--- config.mk ---
export PLATFORM = sky130hd
export DESIGN_NAME = v_receiver_credit_sched
export DESIGN_NICKNAME = d
export VERILOG_FILES = /design/src/rtl/v_receiver_credit_sched.sv
export SDC_FILE = /design/constraint.sdc
export NUM_CORES = 1
export LEC_CHECK = 0
export ABC_AREA = 1
export BUFFER_PORTS_ARGS = -buffer_cell sky130_fd_sc_hd__buf_2
export CORE_MARGIN = 5
export CORE_UTILIZATION = 40
export CTS_CLUSTER_SIZE = 20
export DETAILED_ROUTE_END_ITERATION = 10
export PLACE_DENSITY = 0.6
export SLEW_MARGIN = 0
export SYNTH_ARGS = -nofsm -noshare
export SYNTH_HDL_FRONTEND = slang
export SYNTH_HIERARCHICAL = 1
export SYNTH_SLANG_ARGS = --single-unit
--- constraint.sdc ---
create_clock -name clk -period 18.45 [get_ports clk]
set_input_delay 4.6125 -clock clk [delete_from_list [all_inputs] [get_ports clk]]
set_output_delay 4.6125 -clock clk [all_outputs]
set_load 0.03 [all_outputs]
--- src/rtl/v_receiver_credit_sched.sv ---
// v_receiver_credit_sched: per-VC receive buffer feeding the scoreboard round-robin, one credit per consumed flit
module input_port_flit_decoder #(
  parameter int FLIT_LENGTH = 256,
  parameter int NODE_ID_W   = 4,
  parameter int TXN_ID_W    = 8,
  parameter int IO_PORT_W   = 3
) (
  input  logic [FLIT_LENGTH-1:0] flit_i,
  input  logic [IO_PORT_W-1:0]   look_ahead_routing_i,
  output logic [NODE_ID_W-1:0]   src_id_o,
  output logic [TXN_ID_W-1:0]    txn_id_o
);
  logic unused_bits;
  assign src_id_o    = flit_i[NODE_ID_W-1:0];
  assign txn_id_o    = flit_i[NODE_ID_W +: TXN_ID_W];
  assign unused_bits = ^{flit_i[FLIT_LENGTH-1:NODE_ID_W+TXN_ID_W], look_ahead_routing_i};
endmodule

module v_receiver_credit_sched #(
  parameter int FLIT_LENGTH      = 256,
  parameter int FLIT_DATA_LENGTH = 128,
  parameter int VC_NUM           = 4,
  parameter int VC_DEPTH         = 2,
  parameter int VC_ID_NUM_MAX_W  = 3,
  parameter int IO_PORT_W        = 3,
  parameter int NODE_ID_W        = 4,
  parameter int TXN_ID_W         = 8,
  localparam int INFO_W          = 2 * NODE_ID_W + TXN_ID_W + FLIT_DATA_LENGTH
) (
  input  logic                       clk,
  input  logic                       rstn,
  input  logic                       rx_flit_pend_i,
  input  logic                       rx_flit_v_i,
  input  logic [FLIT_LENGTH-1:0]     rx_flit_i,
  input  logic [VC_ID_NUM_MAX_W-1:0] rx_flit_vc_id_i,
  input  logic [IO_PORT_W-1:0]       rx_flit_look_ahead_routing_i,
  output logic                       rx_lcrd_v_o,
  output logic [VC_ID_NUM_MAX_W-1:0] rx_lcrd_id_o,
  output logic                       check_scoreboard_vld_o,
  output logic [INFO_W-1:0]          check_scoreboard_o,
  input  logic                       check_scoreboard_rdy_i,
  input  logic [NODE_ID_W-1:0]       node_id_i,
  output logic                       overflow_err_o
);
  localparam int VC_W  = VC_NUM > 1 ? $clog2(VC_NUM) : 1;
  localparam int PTR_W = VC_DEPTH > 1 ? $clog2(VC_DEPTH) : 1;
  localparam int CNT_W = $clog2(VC_DEPTH + 1);
  localparam int ENT_W = FLIT_LENGTH + IO_PORT_W;

  logic [ENT_W-1:0]           mem_q [VC_NUM][VC_DEPTH];
  logic [PTR_W-1:0]           wr_ptr_q [VC_NUM], wr_ptr_d [VC_NUM];
  logic [PTR_W-1:0]           rd_ptr_q [VC_NUM], rd_ptr_d [VC_NUM];
  logic [CNT_W-1:0]           cnt_q [VC_NUM], cnt_d [VC_NUM];
  logic [VC_W-1:0]            rr_q, rr_d, gnt_q, rr_gnt, rr_idx, gnt, wr_vc;
  logic                       lock_q, lock_d, lcrd_v_q, err_q, err_d;
  logic [VC_ID_NUM_MAX_W-1:0] lcrd_id_q, lcrd_id_d;
  logic [VC_NUM-1:0]          elig;
  logic                       vld, pop, push;
  logic [ENT_W-1:0]           head;
  logic [NODE_ID_W-1:0]       src_id;
  logic [TXN_ID_W-1:0]        txn_id;
  logic                       unused_pend;

  function automatic logic [PTR_W-1:0] nxt(input logic [PTR_W-1:0] p);
    return (int'(p) == VC_DEPTH - 1) ? '0 : p + 1'b1;
  endfunction

  // Round-robin pick: first non-empty VC at or after the pointer, wrapping
  always_comb begin
    rr_gnt = rr_q;
    rr_idx = '0;
    for (int v = 0; v < VC_NUM; v++) elig[v] = cnt_q[v] != '0;
    for (int i = VC_NUM - 1; i >= 0; i--) begin
      rr_idx = VC_W'((int'(rr_q) + i) % VC_NUM);
      if (elig[rr_idx]) rr_gnt = rr_idx;
    end
  end

  assign gnt    = lock_q ? gnt_q : rr_gnt;
  assign vld    = |elig;
  assign pop    = vld && check_scoreboard_rdy_i;
  assign wr_vc  = rx_flit_vc_id_i[VC_W-1:0];
  assign push   = rx_flit_v_i && int'(rx_flit_vc_id_i) < VC_NUM &&
                  (cnt_q[wr_vc] != CNT_W'(VC_DEPTH) || (pop && gnt == wr_vc));
  assign head   = mem_q[gnt][rd_ptr_q[gnt]];

  input_port_flit_decoder #(
    .FLIT_LENGTH(FLIT_LENGTH), .NODE_ID_W(NODE_ID_W), .TXN_ID_W(TXN_ID_W), .IO_PORT_W(IO_PORT_W)
  ) u_dec (
    .flit_i               (head[FLIT_LENGTH-1:0]),
    .look_ahead_routing_i (head[ENT_W-1:FLIT_LENGTH]),
    .src_id_o             (src_id),
    .txn_id_o             (txn_id)
  );

  // Next state for FIFO pointers/counts, RR pointer, grant lock, credit and sticky error
  always_comb begin
    for (int v = 0; v < VC_NUM; v++) begin
      wr_ptr_d[v] = (push && wr_vc == VC_W'(v)) ? nxt(wr_ptr_q[v]) : wr_ptr_q[v];
      rd_ptr_d[v] = (pop && gnt == VC_W'(v)) ? nxt(rd_ptr_q[v]) : rd_ptr_q[v];
      cnt_d[v]    = cnt_q[v] + CNT_W'(push && wr_vc == VC_W'(v)) - CNT_W'(pop && gnt == VC_W'(v));
    end
    rr_d      = pop ? ((int'(gnt) == VC_NUM - 1) ? '0 : gnt + 1'b1) : rr_q;
    lock_d    = vld && !check_scoreboard_rdy_i;
    lcrd_id_d = pop ? VC_ID_NUM_MAX_W'(gnt) : lcrd_id_q;
    err_d     = err_q || (rx_flit_v_i && !push);
  end

  // Flit storage; occupancy counts decide which slots are meaningful, so no reset
  always_ff @(posedge clk) begin
    if (push) mem_q[wr_vc][wr_ptr_q[wr_vc]] <= {rx_flit_look_ahead_routing_i, rx_flit_i};
  end

  // State registers; reset drops buffered flits and any credit still owed
  always_ff @(posedge clk) begin
    if (!rstn) begin
      wr_ptr_q  <= '{default: '0};
      rd_ptr_q  <= '{default: '0};
      cnt_q     <= '{default: '0};
      rr_q      <= '0;
      gnt_q     <= '0;
      lock_q    <= 1'b0;
      lcrd_v_q  <= 1'b0;
      lcrd_id_q <= '0;
      err_q     <= 1'b0;
    end else begin
      wr_ptr_q  <= wr_ptr_d;
      rd_ptr_q  <= rd_ptr_d;
      cnt_q     <= cnt_d;
      rr_q      <= rr_d;
      gnt_q     <= gnt;
      lock_q    <= lock_d;
      lcrd_v_q  <= pop;
      lcrd_id_q <= lcrd_id_d;
      err_q     <= err_d;
    end
  end

  assign check_scoreboard_vld_o = vld;
  assign check_scoreboard_o     = {node_id_i, src_id, txn_id, head[FLIT_LENGTH-1 -: FLIT_DATA_LENGTH]};
  assign rx_lcrd_v_o            = lcrd_v_q;
  assign rx_lcrd_id_o           = lcrd_id_q;
  assign overflow_err_o         = err_q;
  assign unused_pend            = rx_flit_pend_i;
endmodule
# Word-level counts from Yosys, hierarchy flattened
# Memories as Yosys holds them, arrays and structs flattened.
# Cells that the tools add are included.
[word_totals]
ff_bits = 25
memories = 1
output_inout_bits = 150
in_bits = 271
mem_bits_rw = 2072
word_cells = 126
[op_classes]
n_lt_le_gt_ge = 10
addsub = 20
reduce_logical = 26
n_eq_ne = 9
n_mux = 38
bitwise = 4
[memory_table]
columns = ["memory", "depth", "width", "read_ports", "rd_ports_with_merged_regs", "write_ports", "line", "rtl"]
rows = [
  ["mem_q", 4, 518, 1, 0, 1, "50", "logic [ENT_W-1:0] mem_q [VC_NUM][VC_DEPTH];"],
]
[op_table]
columns = ["cell", "n"]
rows = [
  ["$mux W256", 3],
  ["$mux W518", 1],
  ["$demux W259 S1", 1],
  ["$mux W259", 1],
  ["$mux W1", 17],
  ["$mux W2", 8],
  ["$logic_and A1 B1 Y1", 15],
  ["$bmux W1 S2", 6],
  ["$lt A2 B3 Y1 const B", 4],
  ["$add A1 B1 Y1 const B", 8],
  ["$add A2 B1 Y2", 4],
  ["$eq A2 B2 Y1 const B", 4],
  ["$reduce_bool A2 Y1", 4],
  ["$sub A2 B1 Y2", 4],
  ["$eq A2 B1 Y1 const B", 3],
  ["$ge A3 B3 Y1 const B", 2],
  ["$not A2 Y3", 2],
  ["$add A2 B1 Y2 const B", 2],
  ["$add A2 B2 Y2 const B", 2],
  ["$bmux W2 S2", 1],
  ["$ge A2 B2 Y1 const B", 2],
  ["$logic_not A2 Y1", 2],
  ["$not A1 Y2", 2],
  ["$reduce_or A4 Y1", 1],
  ["6 further kinds", 8],
]

# Depth between registers and ports, before layout
[depth]
ltp_word = 16
depth_mapped = 26
ltp_nobuf = 23

# By module
# The synthesis kept the hierarchy.
[by_module_without_submodules]
columns = ["module", "n_inst", "cells_per_inst", "area_per_inst_um2", "seq_area_each_um2"]
rows = [
  ["v_receiver_credit_sched", 1, 6231, 82509.1, 62720.2],
  ["input_port_flit_decoder", 1, 12, 90.1, 0.0],
]

# Worst setup path after synthesis
# No wires, ideal clock.
[synth_timing]
path_kind = "input-to-reg"
from = "input port rx_flit_vc_id_i[1]"
to = "memory mem_q[0][259] in the netlist's numbering, enable pin"
n_path_buf = 0
arrival_ns = 16.181
setup_time_ns = 0.885
t_required_ns = 17.565
setup_slack_ns = 1.384
path_stages = 8
cell_sequence = "inv_1 nor2_1 a22o_1 a221oi_1 a211oi_1 nand2_2 nand3_1 nor2_1"
[synth_via]
elab_chain_len = 10
[synth_lines]
columns = ["item", "line", "rtl"]
rows = [
  ["start, declared", "35", "input logic [VC_ID_NUM_MAX_W-1:0] rx_flit_vc_id_i,"],
  ["$not A2 Y3 (not written as such)", "84, 111", ""],
  ["$bmux W1 S2", "111", "if (push) mem_q[wr_vc][wr_ptr_q[wr_vc]] <= {rx_flit_look_ahead_routing_i, rx_flit_i};"],
  ["$mux W1 (not written as such) (2 in a row)", "111", ""],
  ["$not A1 Y2 (not written as such)", "111", ""],
  ["$ge A2 B2 Y1 (not written as such) or $lt A2 B1 Y1 (tied branches)", "111", ""],
  ["$logic_and A1 B1 Y1 (not written as such)", "111", ""],
  ["$mux W259 (not written as such)", "111", ""],
  ["$demux W259 S1", "111", ""],
  ["$mux W518 (not written as such)", "111", ""],
  ["end, declared", "50", ""],
]
# Parallel ways exist; a longest one is shown, timed or not. The select of a mux whose other input is x is not followed.

# Final worst setup path
[layout_timing]
from = "register rr_q[0]"
to = "output port check_scoreboard_o[128]"
[layout_via]
elab_chain_len = 16
[layout_lines]
columns = ["item", "line", "rtl"]
rows = [
  ["start, declared", "54", "logic [VC_W-1:0] rr_q, rr_d, gnt_q, rr_gnt, rr_idx, gnt, wr_vc;"],
  ["start signal, assigned", "130", "rr_q <= rr_d;"],
  ["$add A2 B2 Y2", "74", "rr_idx = VC_W'((int'(rr_q) + i) % VC_NUM);"],
  ["$bmux W1 S2", "75", "if (elig[rr_idx]) rr_gnt = rr_idx;"],
  ["$mux W1 (not written as such)", "75", ""],
  ["$mux W2 (3 in a row)", "75", ""],
  ["$mux W2 (*)", "75", ""],
  ["$mux W2 (*)", "79", "assign gnt = lock_q ? gnt_q : rr_gnt;"],
  ["$not A2 Y3 (not written as such)", "85", "assign head = mem_q[gnt][rd_ptr_q[gnt]];"],
  ["$bmux W1 S2", "85", ""],
  ["$mux W1 (not written as such) (2 in a row)", "85", ""],
  ["$not A1 Y2 (not written as such)", "85", ""],
  ["$mux W256 (not written as such) (*) (3 in a row)", "85", ""],
  ["end, declared", "40", "output logic [INFO_W-1:0] check_scoreboard_o,"],
]
# Every way passes the cells marked *; elsewhere a longest branch is shown, timed or not. The select of a mux whose other input is x is not followed.

==> results.toml <==
[status]
run_status = "finished clean"

[placement]
portBuffers = 291
globalplace.congestion = 0.722
postPlaceCellArea_mm2 = 0.0473
place_hpwl_mm = 52.5

[grt]
grt_pass1_wl_mm = 166
track_usage = 0.177
overflow = 0
grt_start_max_net_pins = 232
grt_pass1_vias = 26900
antenna_found_initial = 26

[setup_path]
crit_arrival_ns = 6.25
worstPathMaxFanout = 142
cp-start-kind = "flop"
crit_path_end_kind = "output port"
crit_required_ns = 13.84
critPathKind = "flop to output port"

[sta]
period_minus_slack_ns = 10.86
tightest_slew_ns = 1.06
hold_viol_final = 0
fin_crit_sh = 0.589
slew-limit-headroom = 0.292
finalClockSkew_ns = 0.0205
final.setup.tns_ns = 0
max_freq_mhz = 92.1
timing.final.max_slew_violations = 0
setup_viol = 0
rsz0062_at_grt = "no"

[clock_network]
clkTransAtPathRegs_ns = 0.06
cts_resized = 0
insertion_delay_ns = 0.70
cts-htree-levels = 3
cts_hold_buf = 0
cts.sinks = 1145
post_cts_buffers = 0
cts-root-buf = "clkbuf_16"
numCtsBuffers = 119
cts_tree = "done"
cts_max_path_buffers = 3

[die]
io_pins = 421
initial_core_util = 0.403
die_h_um = 350
fp.coreArea_mm2 = 0.114
rows = 124
die-area_mm2 = 0.122
die-width_um = 350

[logic_synthesis]
yosysWarningCount = 6
mappedNetlistArea_mm2 = 0.0461
syn_nets = 3869
avgSynthCellArea_um2 = 12.9
netlist_instances = 3586

[cells_and_area]
fillCellCount = 10300
layout-drive-gt1-share = 0.142
final_common_cell = "edfxtp_1"
final_area_mm2 = 0.0514
areaGrowthSynthToFinish_pct = 11.4
layout_common_cells = "1120 x edfxtp_1, 583 x nor2_1, 466 x o21ai_0"
nets = 3897

[drt]
drt_iter0_drc = 2198
wire_per_inst_um = 21.2
firstDrtPassIters = 7
drc = 0
vias_per_cell = 5.25
finalWirelength_mm = 111
vias = 27500
ant_nets = 0

[job]
maxCapViolCount = 0

[worst_hold_path]
hold_class = "flop to flop"
worst max-delay path, stage by stage (launching register included):
cell and delay, ns:
dfxtp_1 0.53, inv_4 0.09, nand2_1 0.08, nand2_1 0.09, nand3_2 0.10, nand2_1 0.08
nor2_1 0.09, nand2_1 0.06, nand2_1 0.05, nand2_1 0.04, nand2_1 0.20, nand2_8 0.37
inv_8 0.84, a21oi_2 0.08, o21ai_4 0.11, buf_12 0.78, nand2_8 0.68, buf_4 0.67
nand2_1 0.17, nand2_1 0.13, buf_2 0.21
per-stage QoR:
step	util	setup WS, ns	instances	hold slack (ns)
floorplan	-	6.54	3586	0.443
global placement	0.414	8.26	5005	0.445
detailed placement	0.414	8.20	5005	0.456
CTS	0.449	7.42	5228	0.471
global route	0.449	6.93	5235	0.511
finish	0.449	7.59	5246	0.465
state kept, by name (all words and copies together), names as in the netlist:
name and count:
wr_ptr_q 4, gnt_q 2, rx_lcrd_id_o 2, rd_ptr_q 4
cnt_q 8, rr_q 2, lock_q 1, mem_q 1120
rx_lcrd_v_o 1, overflow_err_o 1
metal layers:
metal | GRT usage | vias to the layer above | share of wire
met4 | 0.0494 | 14 | 0.024
met1 | 0.224 | 13700 | 0.42
li1 | - | 13000 | -
met2 | 0.308 | 666 | 0.50
met5 | 0 | - | 0.00080
met3 | 0.0370 | 189 | 0.059
layout make-up:
cell class                      instances  area [µm²]  area share
Tap cell                             1512        1890      0.0368
Timing Repair Buffer                  325        1740      0.0338
Inverter                               43         218     0.00424
Sequential cell                      1145       34100       0.665
Clock buffer                          145        3120      0.0607
Antenna cell                           18        45.0    0.000877
Clock inverter                         78         850      0.0165
Multi-Input combinational cell       1980        9360       0.182
path summary, 6_finish.rpt:
check / end / slack (ns) / from / depth (start not counted)
worst max-delay path: check_scoreboard_o[128] / 7.59 / rr_q[0] / 20
worst min-delay path: overflow_err_o / 0.47 / overflow_err_o / 2
worst max register to register: cnt_q[5] / 13.32 / rr_q[0] / 22
worst min register to register: overflow_err_o / 0.47 / overflow_err_o / 2
Power is not shown: default switching activity piles up to over one toggle a cycle in this logic, so the estimate is an artifact.
